**src/rtl/mode7_coord_gen_if.sv**
```systemverilog
// mode7_coord_gen_if: scanline control, tile-map port and texel output bundle for the Mode-7 walker
interface mode7_coord_gen_if #(
    parameter int COORD_W = 18,
    parameter int MAP_W   = 5
);
    logic               line_start_i;
    logic [COORD_W-1:0] u0_i;
    logic [COORD_W-1:0] v0_i;
    logic [COORD_W-1:0] du_i;
    logic [COORD_W-1:0] dv_i;
    logic               pix_en_i;
    logic               line_busy_o;
    logic [2*MAP_W-1:0] map_addr_o;
    logic [5:0]         map_data_i;
    logic [5:0]         texture_idx_o;
    logic [2:0]         y_idx_o;
    logic [2:0]         x_idx_o;
    logic               out_valid_o;

    modport slave (
        input  line_start_i, u0_i, v0_i, du_i, dv_i, pix_en_i, map_data_i,
        output line_busy_o, map_addr_o, texture_idx_o, y_idx_o, x_idx_o, out_valid_o
    );

    modport master (
        output line_start_i, u0_i, v0_i, du_i, dv_i, pix_en_i, map_data_i,
        input  line_busy_o, map_addr_o, texture_idx_o, y_idx_o, x_idx_o, out_valid_o
    );
endinterface

```
**src/rtl/mode7_coord_gen.sv**
```systemverilog
// mode7_coord_gen: affine u/v scanline walker with tile-map lookup; MODE7_BORDER_EN selects border tile for out-of-map texels
module mode7_coord_gen #(
    parameter int COORD_W     = 18,
    parameter int FRAC_BITS   = 8,
    parameter int MAP_W       = 5,
    parameter int LINE_PIXELS = 640
) (
    input logic clk,
    input logic reset,
    mode7_coord_gen_if.slave bus
);
    localparam int CNT_W   = $clog2(LINE_PIXELS);
    localparam int OOB_LSB = FRAC_BITS + 3 + MAP_W;

    typedef enum logic {IDLE, RUN} state_t;

    state_t             state_q, state_d;
    logic [COORD_W-1:0] u_q, u_d, v_q, v_d, du_q, du_d, dv_q, dv_d;
    logic [CNT_W-1:0]   cnt_q, cnt_d;
    logic               accept, last;
    logic [2*MAP_W-1:0] map_addr_q;
    logic [2:0]         x1_q, y1_q, x2_q, y2_q, x_out_q, y_out_q;
    logic               val1_q, val2_q, out_valid_q;
    logic [5:0]         tex_d, tex_q;

    // State register
    always_ff @(posedge clk) begin
        if (reset) state_q <= IDLE;
        else       state_q <= state_d;
    end

    // Next state: a new line (or restart) beats finishing the current one
    always_comb begin
        state_d = state_q;
        if (bus.line_start_i)  state_d = RUN;
        else if (accept && last) state_d = IDLE;
    end

    // FSM outputs: busy flag and pixel acceptance (line_start suppresses the pixel)
    always_comb begin
        bus.line_busy_o = state_q == RUN;
        accept          = state_q == RUN && bus.pix_en_i && !bus.line_start_i;
        last            = cnt_q == CNT_W'(LINE_PIXELS - 1);
    end

    // Accumulator next state: latch line parameters or step by one pixel, wrapping
    always_comb begin
        u_d   = u_q;
        v_d   = v_q;
        du_d  = du_q;
        dv_d  = dv_q;
        cnt_d = cnt_q;
        if (bus.line_start_i) begin
            u_d   = bus.u0_i;
            v_d   = bus.v0_i;
            du_d  = bus.du_i;
            dv_d  = bus.dv_i;
            cnt_d = '0;
        end else if (accept) begin
            u_d   = u_q + du_q;
            v_d   = v_q + dv_q;
            cnt_d = cnt_q + 1'b1;
        end
    end

    // Accumulator registers
    always_ff @(posedge clk) begin
        if (reset) begin
            u_q   <= '0;
            v_q   <= '0;
            du_q  <= '0;
            dv_q  <= '0;
            cnt_q <= '0;
        end else begin
            u_q   <= u_d;
            v_q   <= v_d;
            du_q  <= du_d;
            dv_q  <= dv_d;
            cnt_q <= cnt_d;
        end
    end

    // Pipeline: address/texel split, wait for the RAM read, then register the pixel
    always_ff @(posedge clk) begin
        if (reset) begin
            map_addr_q  <= '0;
            x1_q        <= '0;
            y1_q        <= '0;
            val1_q      <= 1'b0;
            x2_q        <= '0;
            y2_q        <= '0;
            val2_q      <= 1'b0;
            tex_q       <= '0;
            x_out_q     <= '0;
            y_out_q     <= '0;
            out_valid_q <= 1'b0;
        end else begin
            if (accept) begin
                map_addr_q <= {v_q[OOB_LSB-1:FRAC_BITS+3], u_q[OOB_LSB-1:FRAC_BITS+3]};
                x1_q       <= u_q[FRAC_BITS+2:FRAC_BITS];
                y1_q       <= v_q[FRAC_BITS+2:FRAC_BITS];
            end
            val1_q <= accept;
            x2_q   <= x1_q;
            y2_q   <= y1_q;
            val2_q <= val1_q;
            if (val2_q) begin
                tex_q   <= tex_d;
                x_out_q <= x2_q;
                y_out_q <= y2_q;
            end
            out_valid_q <= val2_q;
        end
    end

`ifdef MODE7_BORDER_EN
    logic oob1_q, oob2_q;

    // Out-of-map flag travels alongside the map lookup
    always_ff @(posedge clk) begin
        if (reset) begin
            oob1_q <= 1'b0;
            oob2_q <= 1'b0;
        end else begin
            if (accept) oob1_q <= (|(u_q >> OOB_LSB)) || (|(v_q >> OOB_LSB));
            oob2_q <= oob1_q;
        end
    end

    assign tex_d = oob2_q ? 6'h00 : bus.map_data_i;
`else
    assign tex_d = bus.map_data_i;
`endif

    assign bus.map_addr_o    = map_addr_q;
    assign bus.texture_idx_o = tex_q;
    assign bus.x_idx_o       = x_out_q;
    assign bus.y_idx_o       = y_out_q;
    assign bus.out_valid_o   = out_valid_q;
endmodule

```
**src/flat_wrapper.sv**
```systemverilog
// flat-port wrapper written by rule: the top's interface ports become plain ports
module mode7_coord_gen_flat 
#(
    parameter int COORD_W     = 18,
    parameter int FRAC_BITS   = 8,
    parameter int MAP_W       = 5,
    parameter int LINE_PIXELS = 640
)
  (clk, reset, bus_line_start_i, bus_u0_i, bus_v0_i, bus_du_i, bus_dv_i, bus_pix_en_i, bus_map_data_i, bus_line_busy_o, bus_map_addr_o, bus_texture_idx_o, bus_y_idx_o, bus_x_idx_o, bus_out_valid_o);
  mode7_coord_gen_if #(.COORD_W(COORD_W), .MAP_W(MAP_W)) bus_i ();
  input logic clk;
  input logic reset;
  input wire logic [$bits(bus_i.line_start_i)-1:0] bus_line_start_i;
  input wire logic [$bits(bus_i.u0_i)-1:0] bus_u0_i;
  input wire logic [$bits(bus_i.v0_i)-1:0] bus_v0_i;
  input wire logic [$bits(bus_i.du_i)-1:0] bus_du_i;
  input wire logic [$bits(bus_i.dv_i)-1:0] bus_dv_i;
  input wire logic [$bits(bus_i.pix_en_i)-1:0] bus_pix_en_i;
  input wire logic [$bits(bus_i.map_data_i)-1:0] bus_map_data_i;
  output wire logic [$bits(bus_i.line_busy_o)-1:0] bus_line_busy_o;
  output wire logic [$bits(bus_i.map_addr_o)-1:0] bus_map_addr_o;
  output wire logic [$bits(bus_i.texture_idx_o)-1:0] bus_texture_idx_o;
  output wire logic [$bits(bus_i.y_idx_o)-1:0] bus_y_idx_o;
  output wire logic [$bits(bus_i.x_idx_o)-1:0] bus_x_idx_o;
  output wire logic [$bits(bus_i.out_valid_o)-1:0] bus_out_valid_o;
  assign bus_i.line_start_i = bus_line_start_i;
  assign bus_i.u0_i = bus_u0_i;
  assign bus_i.v0_i = bus_v0_i;
  assign bus_i.du_i = bus_du_i;
  assign bus_i.dv_i = bus_dv_i;
  assign bus_i.pix_en_i = bus_pix_en_i;
  assign bus_i.map_data_i = bus_map_data_i;
  assign bus_line_busy_o = bus_i.line_busy_o;
  assign bus_map_addr_o = bus_i.map_addr_o;
  assign bus_texture_idx_o = bus_i.texture_idx_o;
  assign bus_y_idx_o = bus_i.y_idx_o;
  assign bus_x_idx_o = bus_i.x_idx_o;
  assign bus_out_valid_o = bus_i.out_valid_o;
  mode7_coord_gen #(.COORD_W(COORD_W), .FRAC_BITS(FRAC_BITS), .MAP_W(MAP_W), .LINE_PIXELS(LINE_PIXELS)) u_core (.clk(clk), .reset(reset), .bus(bus_i));
endmodule
```
**config.mk**
```make
export PLATFORM = sky130hd
export DESIGN_NAME = mode7_coord_gen_flat
export DESIGN_NICKNAME = d
export VERILOG_FILES = /design/src/rtl/mode7_coord_gen_if.sv /design/src/rtl/mode7_coord_gen.sv /design/src/flat_wrapper.sv
export SDC_FILE = /design/constraint.sdc
export NUM_CORES = 1
export LEC_CHECK = 0
export CAP_MARGIN = 15
export CELL_PAD_IN_SITES_DETAIL_PLACEMENT = 1
export CELL_PAD_IN_SITES_GLOBAL_PLACEMENT = 1
export CORE_AREA = 2 2 142 144
export DETAILED_ROUTE_END_ITERATION = 7
export DIE_AREA = 0 0 144 146
export PLACE_DENSITY = 0.59
export RECOVER_POWER = 50
export SYNTH_ARGS = -nofsm -noshare
export SYNTH_HDL_FRONTEND = slang
export SYNTH_SLANG_ARGS = --single-unit
export TNS_END_PERCENT = 20
```
**constraint.sdc**
```tcl
create_clock -name clk -period 2.79 [get_ports clk]
set_input_delay 0.279 -clock clk [delete_from_list [all_inputs] [get_ports clk]]
set_output_delay 0.279 -clock clk [all_outputs]
set_load 0.03 [all_outputs]
```
==> results of run 1 <==
[state kept, by name (all words and copies together), names as in the netlist, 3 cells and up]
| register | flops |
|---|---|
| u_core.du_q | 16 |
| u_core.dv_q | 16 |
| u_core.u_q | 16 |
| u_core.v_q | 16 |
| u_core.bus.map_addr_o | 10 |
| u_core.cnt_q | 10 |
| u_core.bus.texture_idx_o | 6 |
| u_core.bus.x_idx_o | 3 |
| u_core.bus.y_idx_o | 3 |
| u_core.x1_q | 3 |
| u_core.x2_q | 3 |
| u_core.y1_q | 3 |
| u_core.y2_q | 3 |
[cell families (layout without fill, tap and decap cells)]
family / Yosys count / after routing
simple gates: 220 / 220
compound gates: 166 / 166
flops: 112 / 112
buf+inv: 61 / 143
mux: 46 / 46
fa+ha+maj: 33 / 33
xor+xnor: 26 / 26
[worst max path at each step]
| stage | cells after the start | slack (ps) | start | endpoint |
|---|---|---|---|---|
| 3_5_place_dp | 8 | 330 | u_core.du_q[0]$_SDFFE_PP0P_ | u_core.u_q[14]$_SDFFE_PP0P_ |
| 6_report | 8 | 310 | u_core.du_q[0]$_SDFFE_PP0P_ | u_core.u_q[14]$_SDFFE_PP0P_ |
| 4_1_cts | 8 | 310 | u_core.du_q[0]$_SDFFE_PP0P_ | u_core.u_q[14]$_SDFFE_PP0P_ |
| 5_1_grt | 8 | 110 | u_core.du_q[0]$_SDFFE_PP0P_ | u_core.u_q[12]$_SDFFE_PP0P_ |
| 2_1_floorplan | 8 | 600 | u_core.dv_q[0]$_SDFFE_PP0P_ | u_core.v_q[8]$_SDFFE_PP0P_ |
| 3_3_place_gp | 8 | 380 | u_core.du_q[0]$_SDFFE_PP0P_ | u_core.u_q[14]$_SDFFE_PP0P_ |
[cells in the mapped netlist, drive strengths merged, types with 4 or more instances]
cell type	n	share of area, %
xnor2	11	1.7
o21a	4	0.52
o22a	6	0.91
and2	4	0.43
a221oi	12	2.0
nor2	87	5.6
a21oi	65	5.7
nand3b	4	0.52
a211oi	10	1.6
xor2	15	2.3
mux2i	45	7.8
inv	20	1.3
nor2b	10	1.1
nand2	70	4.5
and3	5	0.56
buf	22	2.0
a2111oi	4	0.93
dfxtp	112	39
nand3	14	1.2
ha	31	6.7
o211ai	7	0.91
clkbuf	19	1.4
nor3	5	0.52
o21ai	21	1.9
a21o	10	1.3
a211o	7	1.1
[layout make-up]
cell class | count | area share [%]
Clock buffer | 9 | 3.104
Clock inverter | 7 | 1.104
Inverter | 20 | 1.035
Multi-Input combinational cell | 491 | 45.15
Sequential cell | 112 | 30.90
Tap cell | 265 | 4.570
Timing Repair Buffer | 107 | 14.14
[per-layer routing]
layer / part of all wire [%] / wire length (um) / GRT usage, %
met4: 1.8 / 289 / 5.637
met1: 48 / 7902 / 21.40
met5: 0 / 0 / 0
met3: 4.4 / 711 / 2.632
met2: 45 / 7422 / 25.95
[metrics by stage]
step / instances / utilization [%]
after floorplan: 664 / -
after global placement: 995 / 36.08
after detailed placement: 995 / 36.08
after CTS: 1011 / 37.66
after global routing: 1011 / 37.53
final: 1011 / 37.53
[where the power goes]
| part | total [uW] | switching (uW) | internal (uW) |
|---|---|---|---|
| clock | 1360 | 650 | 708 |
| sequential | 1720 | 51.7 | 1670 |
| combinational | 601 | 318 | 283 |
==> impl_metrics.py, run 1 <==
metrics = {
    "layout": {
        "antenna_cells_inserted": 0,
        "final_design_area_no_fill_um2": 7256,
        "regArea_um2": 2242,
        "final_layout_size_suffix_gt1_share_pct": 6.300,
        "multiInputGateArea_um2": 3276,
        "fillCellCount": 2279,
        "mostFrequentLayoutCells": "112 x sky130_fd_sc_hd__dfxtp_1, 95 x sky130_fd_sc_hd__clkdlybuf4s50_1, 87 x sky130_fd_sc_hd__nor2_1",
        "syn_to_final_growth_pct": 25.28,
        "layout_commonest_cell": "sky130_fd_sc_hd__dfxtp_1",
        "num-nets-final": 856,
    },
    "clock_network": {
        "cts_tree": "built",
        "post_cts_resized": 0,
        "clk_pin_slew_ps": 70,
        "cts.path.max_buffers": 2,
        "clkSinkCount": 112,
        "holdBufCountCts": 0,
        "clkLatencyLatePin_ps": 360,
        "cts_setup_buffers": 0,
        "ctsHtreeMaxLevel": 3,
        "cts-buffers-inserted": 9,
        "clockRootBuffer": "sky130_fd_sc_hd__clkbuf_16",
    },
    "run": {
        "maxCapViolations": 0,
    },
    "worst_setup_path": {
        "worst_path_dominant_cell_family": "compound AO/OA/AOI/OAI gates",
        "r2r.worst_path.cells": 8,
        "maximum_fanout_along_the_worst_path": 3,
        "crit_path_cell_trace": "ha_1, fa_1, a211oi_2, o21ai_0, a21oi_1, o21ai_1, xor2_1, a21o_1",
        "timing_worst_setup_path_type": "reg -> reg",
        "worst_ep_required_time_ps": 3040,
        "timing.critical_path.from_type": "register",
        "worstReg2RegEnd": "u_core.u_q[14]$_SDFFE_PP0P_",
        "critPathCaptureType": "register",
        "cp_num_buf_inv": 0,
        "slowest_stage": "sky130_fd_sc_hd__fa_1",
        "maximum_cell_stage_delay_along_the_critical_path_ps": 450,
        "setup.reg_to_reg.worst_slack_ps": 310,
        "launch_point_of_the_worst_reg_to_reg_path": "u_core.du_q[0]$_SDFFE_PP0P_",
        "critPathArrivalTime_ps": 2740,
    },
    "synth": {
        "seq_area_frac_synth_pct": 38.71,
        "yosys-mux-area-fraction_pct": 7.971,
        "synth_edf_count": 0,
        "yosys_warnings": 0,
        "avgSynthCellArea_um2": 8.723,
        "synth_area_in_simple_gates_pct": 17.20,
        "async_set_or_reset_register_ratio_after_synthesis_pct": 0,
        "yosys.area_share.adder_pct": 7.388,
        "syn-instance-count": 664,
        "synth_top_family_by_area": "compound AO/OA/AOI/OAI gates",
        "synth.lib_cells_used.distinct": 71,
        "ys_dominant_reg_cell": "sky130_fd_sc_hd__dfxtp_1",
        "syn_nets": 779,
        "postSynthRegisterBits": 112,
        "synth_compound_area_share_pct": 20.07,
        "synthesis.area_um2": 5792,
        "synth_xor_xnor_area_share_pct": 3.932,
    },
    "timing": {
        "worst_slack_ps": 305.9,
        "worst_hold_slack_ps": 455.5,
        "drv_slew": 0,
        "setup-violations-final": 0,
        "finalHoldViolCount": 0,
        "clock.fmax_mhz": 402.6,
        "final.setup_skew_ps": 6.296,
        "rsz0062_at_grt": "no",
        "fin_crit_sh_pct": 89.03,
        "timing.final.crit_period_ps": 2484,
        "setup_total_negative_slack_ps": 0,
        "worst_pin_slew_ps": 1108,
        "max-slew-margin-rel_pct": 26.15,
    },
    "hold_path": {
        "min_path_cells": 1,
        "holdCritStartpoint": "u_core.val1_q$_SDFF_PP0_",
        "hold_class": "reg -> reg",
        "min_to": "u_core.val2_q$_SDFF_PP0_",
    },
    "placed_design": {
        "detailed_place.area_um2": 6975,
        "dp.final_hpwl_um": 11950,
        "dp_slack_ps": 332.6,
        "place.gp.congestion": 0.8686,
        "port_buffers": 97,
    },
    "global_route": {
        "global_route_wire_length_before_repair_um": 26940,
        "track_usage_pct": 16.00,
        "initial_antenna_violation_count": 0,
        "grt_overflow_total": 0,
        "pin_count_of_the_biggest_net_entering_global_routing": 65,
        "number_of_global_route_vias_before_repair": 5341,
    },
    "routing": {
        "detail_routed_net_length_per_standard_cell_um": 16.15,
        "avgViaCountPerCell": 4.982,
        "detailedRoute.firstIterationViolations": 219,
        "drtAntennaViolNets": 0,
        "detail_route.drc_violations": 0,
        "drt-total-wl_um": 16330,
        "first_pass_iters": 4,
        "detailroute.via_count": 5037,
    },
    "status": {
        "outcome": "complete, no violations",
    },
    "floorplanning": {
        "core_region_area_um2": 19330,
        "floorplan.die.height_um": 146,
        "floorplan.die_area_um2": 21020,
        "placement_rows": 51,
        "die_x_um": 144,
        "io_pins": 106,
        "start_util_pct": 29.96,
    },
    "power_and_ir_drop": {
        "fin_total_pwr_uw": 3679,
        "pwr_density_cell_nw_per_um2": 507.0,
        "leakage_uw": 0.002924,
        "ir_drop_uv": 277.9,
    },
}
No activity file was read; power rests on OpenSTA's default activity.
==> run 2: changes to the inputs <==
--- a/config.mk
+++ b/config.mk
@@ -5,13 +5,14 @@
 export SDC_FILE = /design/constraint.sdc
 export NUM_CORES = 1
 export LEC_CHECK = 0
+export ABC_AREA = 1
 export CAP_MARGIN = 15
 export CELL_PAD_IN_SITES_DETAIL_PLACEMENT = 1
 export CELL_PAD_IN_SITES_GLOBAL_PLACEMENT = 1
-export CORE_AREA = 2 2 142 144
+export CORE_AREA = 2 2 141 143
 export DETAILED_ROUTE_END_ITERATION = 7
-export DIE_AREA = 0 0 144 146
-export PLACE_DENSITY = 0.59
+export DIE_AREA = 0 0 143 145
+export PLACE_DENSITY = 0.62
 export RECOVER_POWER = 50
 export SYNTH_ARGS = -nofsm -noshare
 export SYNTH_HDL_FRONTEND = slang
==> impl_metrics.py, run 2 <==
metrics = {
    "clock_network": {
        "cts_setup_buffers": 0,
        "holdBufCountCts": 0,
        "cts.path.max_buffers": 2,
        "clkLatencyLatePin_ps": 360,
        "cts_tree": "built",
        "cts-buffers-inserted": 9,
        "post_cts_resized": 0,
        "clockRootBuffer": "sky130_fd_sc_hd__clkbuf_16",
        "clk_pin_slew_ps": 70,
        "ctsHtreeMaxLevel": 3,
        "clkSinkCount": 112,
    },
    "timing": {
        "drv_slew": 0,
        "setup-violations-final": 0,
        "worst_pin_slew_ps": 1052,
        "fin_crit_sh_pct": 74.39,
        "rsz0062_at_grt": "no",
        "final.setup_skew_ps": 9.051,
        "finalHoldViolCount": 0,
        "max-slew-margin-rel_pct": 29.85,
        "clock.fmax_mhz": 481.8,
        "worst_hold_slack_ps": 407.1,
        "timing.final.crit_period_ps": 2076,
        "setup_total_negative_slack_ps": 0,
    },
    "placed_design": {
        "dp.final_hpwl_um": 12100,
        "place.gp.congestion": 0.7868,
        "detailed_place.area_um2": 6877,
        "port_buffers": 97,
    },
    "global_route": {
        "number_of_global_route_vias_before_repair": 5503,
        "pin_count_of_the_biggest_net_entering_global_routing": 49,
        "track_usage_pct": 16.81,
        "global_route_wire_length_before_repair_um": 27640,
        "grt_overflow_total": 0,
        "initial_antenna_violation_count": 0,
    },
    "synth": {
        "synth_xor_xnor_area_share_pct": 2.473,
        "avgSynthCellArea_um2": 7.128,
        "yosys.area_share.adder_pct": 7.551,
        "synth_edf_count": 0,
        "synthMostInstantiatedCell": "sky130_fd_sc_hd__nand2_1",
        "synth_compound_area_share_pct": 16.69,
        "synth_top_area_cell": "sky130_fd_sc_hd__dfxtp_1",
        "postSynthRegisterBits": 112,
        "yosys-mux-area-fraction_pct": 0,
        "syn-instance-count": 795,
        "synth.lib_cells_used.distinct": 33,
        "synth.top_cells.by_area": "sky130_fd_sc_hd__dfxtp_1 40%, sky130_fd_sc_hd__nand2_1 10%, sky130_fd_sc_hd__nor2_1 9.3%",
        "synth_top_family_by_area": "simple AND/OR/NAND/NOR gates",
        "synth_top_area_share_pct": 39.57,
        "ys_dominant_reg_cell": "sky130_fd_sc_hd__dfxtp_1",
        "seq_area_frac_synth_pct": 39.57,
        "async_set_or_reset_register_ratio_after_synthesis_pct": 0,
        "syn_nets": 910,
        "synthesis.area_um2": 5667,
        "ys_top_cells_by_count": "158 x sky130_fd_sc_hd__nand2_1, 141 x sky130_fd_sc_hd__nor2_1, 112 x sky130_fd_sc_hd__dfxtp_1",
        "yosys_warnings": 0,
        "synth_area_in_simple_gates_pct": 26.28,
    },
    "hold_path": {
        "min_to": "u_core.val2_q$_SDFF_PP0_",
        "hold_class": "reg -> reg",
        "holdCritStartpoint": "u_core.val1_q$_SDFF_PP0_",
        "min_path_cells": 2,
    },
    "power_and_ir_drop": {
        "cellInternalPower_uw": 2699,
        "fin_total_pwr_uw": 3708,
        "leakage_uw": 0.003161,
        "part_of_the_power_in_combinational_logic_pct": 16.7,
        "sequentialPowerShare_pct": 46.8,
        "swShare_pct": 27.21,
        "power_switching_uw": 1009,
        "ir_drop_uv": 287.2,
        "fraction_of_power_consumed_by_the_clock_network_pct": 36.5,
        "pwr_density_cell_nw_per_um2": 518.4,
    },
    "worst_setup_path": {
        "setup.reg_to_reg.worst_slack_ps": 790,
        "critPathCaptureType": "register",
        "worstReg2RegEnd": "u_core.v_q[8]$_SDFFE_PP0P_",
        "maximum_fanout_along_the_worst_path": 9,
        "launch_point_of_the_worst_reg_to_reg_path": "u_core.dv_q[0]$_SDFFE_PP0P_",
        "timing.critical_path.from_type": "input port",
        "critPathArrivalTime_ps": 2370,
        "r2r.worst_path.cells": 11,
        "worst_ep_required_time_ps": 3080,
        "timing_worst_setup_path_type": "in -> reg",
    },
    "layout": {
        "antenna_cells_inserted": 0,
        "final_layout_size_suffix_gt1_share_pct": 3.616,
        "layout_commonest_cell": "sky130_fd_sc_hd__nand2_1",
        "mostFrequentLayoutCells": "158 x sky130_fd_sc_hd__nand2_1, 143 x sky130_fd_sc_hd__nor2_1, 112 x sky130_fd_sc_hd__dfxtp_1",
        "fillCellCount": 2414,
        "final_design_area_no_fill_um2": 7152,
        "num-nets-final": 996,
        "syn_to_final_growth_pct": 26.21,
    },
    "routing": {
        "avgViaCountPerCell": 4.580,
        "first_pass_iters": 6,
        "drt-total-wl_um": 16630,
        "detail_route.drc_violations": 0,
        "drtAntennaViolNets": 0,
        "detailroute.via_count": 5267,
        "detail_routed_net_length_per_standard_cell_um": 14.46,
        "detailedRoute.firstIterationViolations": 205,
    },
    "floorplanning": {
        "die_x_um": 143,
        "core_region_area_um2": 19210,
        "start_util_pct": 29.50,
        "floorplan.die_area_um2": 20740,
        "io_pins": 106,
        "placement_rows": 51,
        "floorplan.die.height_um": 145,
    },
    "status": {
        "outcome": "complete, no violations",
    },
    "run": {
        "maxCapViolations": 0,
    },
}
[run 2: final cells by class]
| cell class | instances | area [um2] | share of cell area [%] |
|---|---|---|---|
| clock buffer | 11 | 252.7 | 3.534 |
| clock inverter | 4 | 53.80 | 0.7523 |
| inverter | 71 | 266.5 | 3.726 |
| multi-input combinational | 581 | 2984 | 41.72 |
| sequential | 112 | 2242 | 31.35 |
| tap | 265 | 331.6 | 4.636 |
| timing repair buffer | 106 | 1021 | 14.28 |
[run 2: how the worst max path moves through the flow]
stage,from,to,slack [ps],depth (start not counted)
floorplan,u_core.dv_q[0]$_SDFFE_PP0P_,u_core.v_q[12]$_SDFFE_PP0P_,1110,11
global placement,reset,u_core.u_q[11]$_SDFFE_PP0P_,760,8
detailed placement,reset,u_core.u_q[11]$_SDFFE_PP0P_,720,8
CTS,u_core.dv_q[0]$_SDFFE_PP0P_,u_core.v_q[8]$_SDFFE_PP0P_,830,11
global route,reset,u_core.v_q[13]$_SDFFE_PP0P_,490,7
finish,reset,u_core.v_q[13]$_SDFFE_PP0P_,710,7
[run 2: layer usage]
layer	track usage [%]	part of all wire, %
met4	4.307	0.90
met1	20.76	48
met3	2.607	2.5
met5	0	0
met2	30.14	49
[run 2: cells by family (layout without fill, tap and decap cells)]
group           Yosys count  after routing
xor+xnor                 16             16
buf+inv                 102            192
simple gates            359            359
fa+ha+maj                33             33
compound gates          173            173
flops                   112            112
[run 2: power groups by stage]
stage | Clock (uW) | Combinational [uW] | Sequential [uW]
after floorplan | 0 | 380 | 1780
after global placement | 0 | 625 | 1770
after detailed placement | 0 | 631 | 1770
after CTS | 1400 | 635 | 1740
after global routing | 1470 | 706 | 1750
final | 1350 | 618 | 1740
[run 2: per-stage QoR]
stage | setup WS, ps | instances | utilization (%)
floorplan | 1107 | 795 | -
CTS | 834.7 | 1150 | 37.40
finish | 714.4 | 1150 | 37.24
global placement | 762.5 | 1135 | 35.80
global route | 491.7 | 1150 | 37.24
detailed placement | 721.4 | 1135 | 35.80
[run 2: worst max-delay path, stage by stage]
cell and delay, ps:
sky130_fd_sc_hd__dlygate4sd3_1 670, sky130_fd_sc_hd__nor2_1 510, sky130_fd_sc_hd__inv_2 90, sky130_fd_sc_hd__nor2_1 220, sky130_fd_sc_hd__clkbuf_1 360, sky130_fd_sc_hd__nand2_1 110
sky130_fd_sc_hd__o21ai_1 110
==> run 3: changes to the inputs <==
==> constraint.sdc (replaced) <==
create_clock -name clk -period 2.1 [get_ports clk]
set_input_delay 0.21 -clock clk [delete_from_list [all_inputs] [get_ports clk]]
set_output_delay 0.21 -clock clk [all_outputs]
set_load 0.03 [all_outputs]
==> impl_metrics.py, run 3 (synthesis gave the netlist of run 2 again) <==
metrics = {
    "clock_network": {
        "clk_pin_slew_ps": 70,
        "cts_tree": "built",
        "clkSinkCount": 112,
        "cts-buffers-inserted": 9,
        "clkLatencyLatePin_ps": 350,
        "holdBufCountCts": 0,
        "cts.path.max_buffers": 2,
        "ctsHtreeMaxLevel": 3,
        "cts_setup_buffers": 0,
        "post_cts_resized": 0,
        "clockRootBuffer": "sky130_fd_sc_hd__clkbuf_16",
    },
    "routing": {
        "detailedRoute.firstIterationViolations": 215,
        "drt-total-wl_um": 16830,
        "avgViaCountPerCell": 4.602,
        "first_pass_iters": 4,
        "detailroute.via_count": 5302,
        "detail_route.drc_violations": 0,
        "drtAntennaViolNets": 0,
        "detail_routed_net_length_per_standard_cell_um": 14.61,
    },
    "worst_setup_path": {
        "critPathArrivalTime_ps": 2140,
        "critPathCaptureType": "register",
        "maximum_fanout_along_the_worst_path": 3,
        "worst_ep_required_time_ps": 2350,
        "timing_worst_setup_path_type": "reg -> reg",
        "timing.critical_path.from_type": "register",
    },
    "timing": {
        "rsz0062_at_grt": "no",
        "drv_slew": 0,
        "setup_total_negative_slack_ps": 0,
        "final.setup_skew_ps": 6.979,
        "worst_pin_slew_ps": 792.9,
        "max-slew-margin-rel_pct": 47.14,
        "setup-violations-final": 0,
        "timing.final.crit_period_ps": 1885,
        "worst_hold_slack_ps": 405.5,
        "finalHoldViolCount": 0,
        "clock.fmax_mhz": 530.5,
        "fin_crit_sh_pct": 89.77,
    },
    "layout": {
        "mostFrequentLayoutCells": "159 x sky130_fd_sc_hd__nand2_1, 142 x sky130_fd_sc_hd__nor2_1, 112 x sky130_fd_sc_hd__dfxtp_1",
        "final_layout_size_suffix_gt1_share_pct": 3.833,
        "layout_commonest_cell": "sky130_fd_sc_hd__nand2_1",
        "antenna_cells_inserted": 0,
        "syn_to_final_growth_pct": 26.67,
        "num-nets-final": 998,
    },
    "power_and_ir_drop": {
        "ir_drop_uv": 326.0,
        "leakage_uw": 0.003180,
        "pwr_density_cell_nw_per_um2": 679.4,
    },
    "run": {
        "maxCapViolations": 0,
    },
    "floorplanning": {
        "die_x_um": 143,
        "core_region_area_um2": 19210,
        "start_util_pct": 29.50,
        "placement_rows": 51,
        "floorplan.die_area_um2": 20740,
        "io_pins": 106,
        "floorplan.die.height_um": 145,
    },
    "global_route": {
        "global_route_wire_length_before_repair_um": 27500,
        "initial_antenna_violation_count": 0,
        "number_of_global_route_vias_before_repair": 5485,
        "grt_overflow_total": 0,
        "track_usage_pct": 16.75,
        "pin_count_of_the_biggest_net_entering_global_routing": 45,
    },
    "placed_design": {
        "dp.final_hpwl_um": 12240,
        "port_buffers": 97,
        "place.gp.congestion": 0.7818,
    },
    "hold_path": {
        "hold_class": "reg -> reg",
    },
    "status": {
        "outcome": "complete, no violations",
    },
}
run 3: per-stage QoR:
stage / instance area (um2) / setup WS [ps] / instances / util [%] / total power [uW]
after floorplan: 5667 / 416.6 / 795 / - / 2863
after global placement: 6917 / 223.4 / 1137 / 36.01 / 3196
after global routing: 7178 / 53.28 / 1152 / 37.37 / 5145
final: 7178 / 214.9 / 1152 / 37.37 / 4877
after CTS: 7204 / 207.5 / 1152 / 37.51 / 4958
after detailed placement: 6917 / 216.0 / 1137 / 36.01 / 3204
run 3: critical path, stage by stage (launching register included):
cell and delay [ps]:
sky130_fd_sc_hd__dfxtp_1 320, sky130_fd_sc_hd__ha_1 240, sky130_fd_sc_hd__fa_1 410, sky130_fd_sc_hd__nand2_1 90
sky130_fd_sc_hd__nand3_1 80, sky130_fd_sc_hd__and2_1 170, sky130_fd_sc_hd__nand2_1 90, sky130_fd_sc_hd__nand2_1 100
sky130_fd_sc_hd__nand2_1 100, sky130_fd_sc_hd__nand3_1 70, sky130_fd_sc_hd__nand3_1 80, sky130_fd_sc_hd__nand2_1 40
run 3: final timing paths:
kind	slack (ps)	end	cells after the start	from
hold reg to reg	410	u_core.val2_q$_SDFF_PP0_	2	u_core.val1_q$_SDFF_PP0_
setup reg to reg	210	u_core.v_q[12]$_SDFFE_PP0P_	11	u_core.dv_q[0]$_SDFFE_PP0P_
setup / recovery	210	u_core.v_q[12]$_SDFFE_PP0P_	11	u_core.dv_q[0]$_SDFFE_PP0P_
hold / removal	410	u_core.val2_q$_SDFF_PP0_	2	u_core.val1_q$_SDFF_PP0_
run 3: report_power, final:
part	switching [uW]	internal [uW]	leakage, uW	total, uW
registers	70.9	2230	0.000920	2310
logic	464	371	0.00212	835
clock network	789	947	0.000145	1740
run 3: per-layer routing:
layer | global-route usage [%] | part of all wire, % | routed length, um | up-vias
met4 | 3.564 | 0.84 | 142 | 0
li1 | - | - | - | 2771
met1 | 21.12 | 47 | 7945 | 2451
met5 | 0 | 0 | 0 | -
met2 | 29.31 | 48 | 8155 | 71
met3 | 3.366 | 3.5 | 584 | 9
run 3: final cells by class:
| class | count | area [um2] |
|---|---|---|
| fillers | 2387 | 12030 |
| multi-input cells | 581 | 2993 |
| flip-flops and latches | 112 | 2242 |
| repair buffers | 108 | 1057 |
| well taps | 265 | 331.6 |
| inverters | 71 | 266.5 |
| clock buffers | 11 | 242.7 |
| clock inverters | 4 | 45.04 |
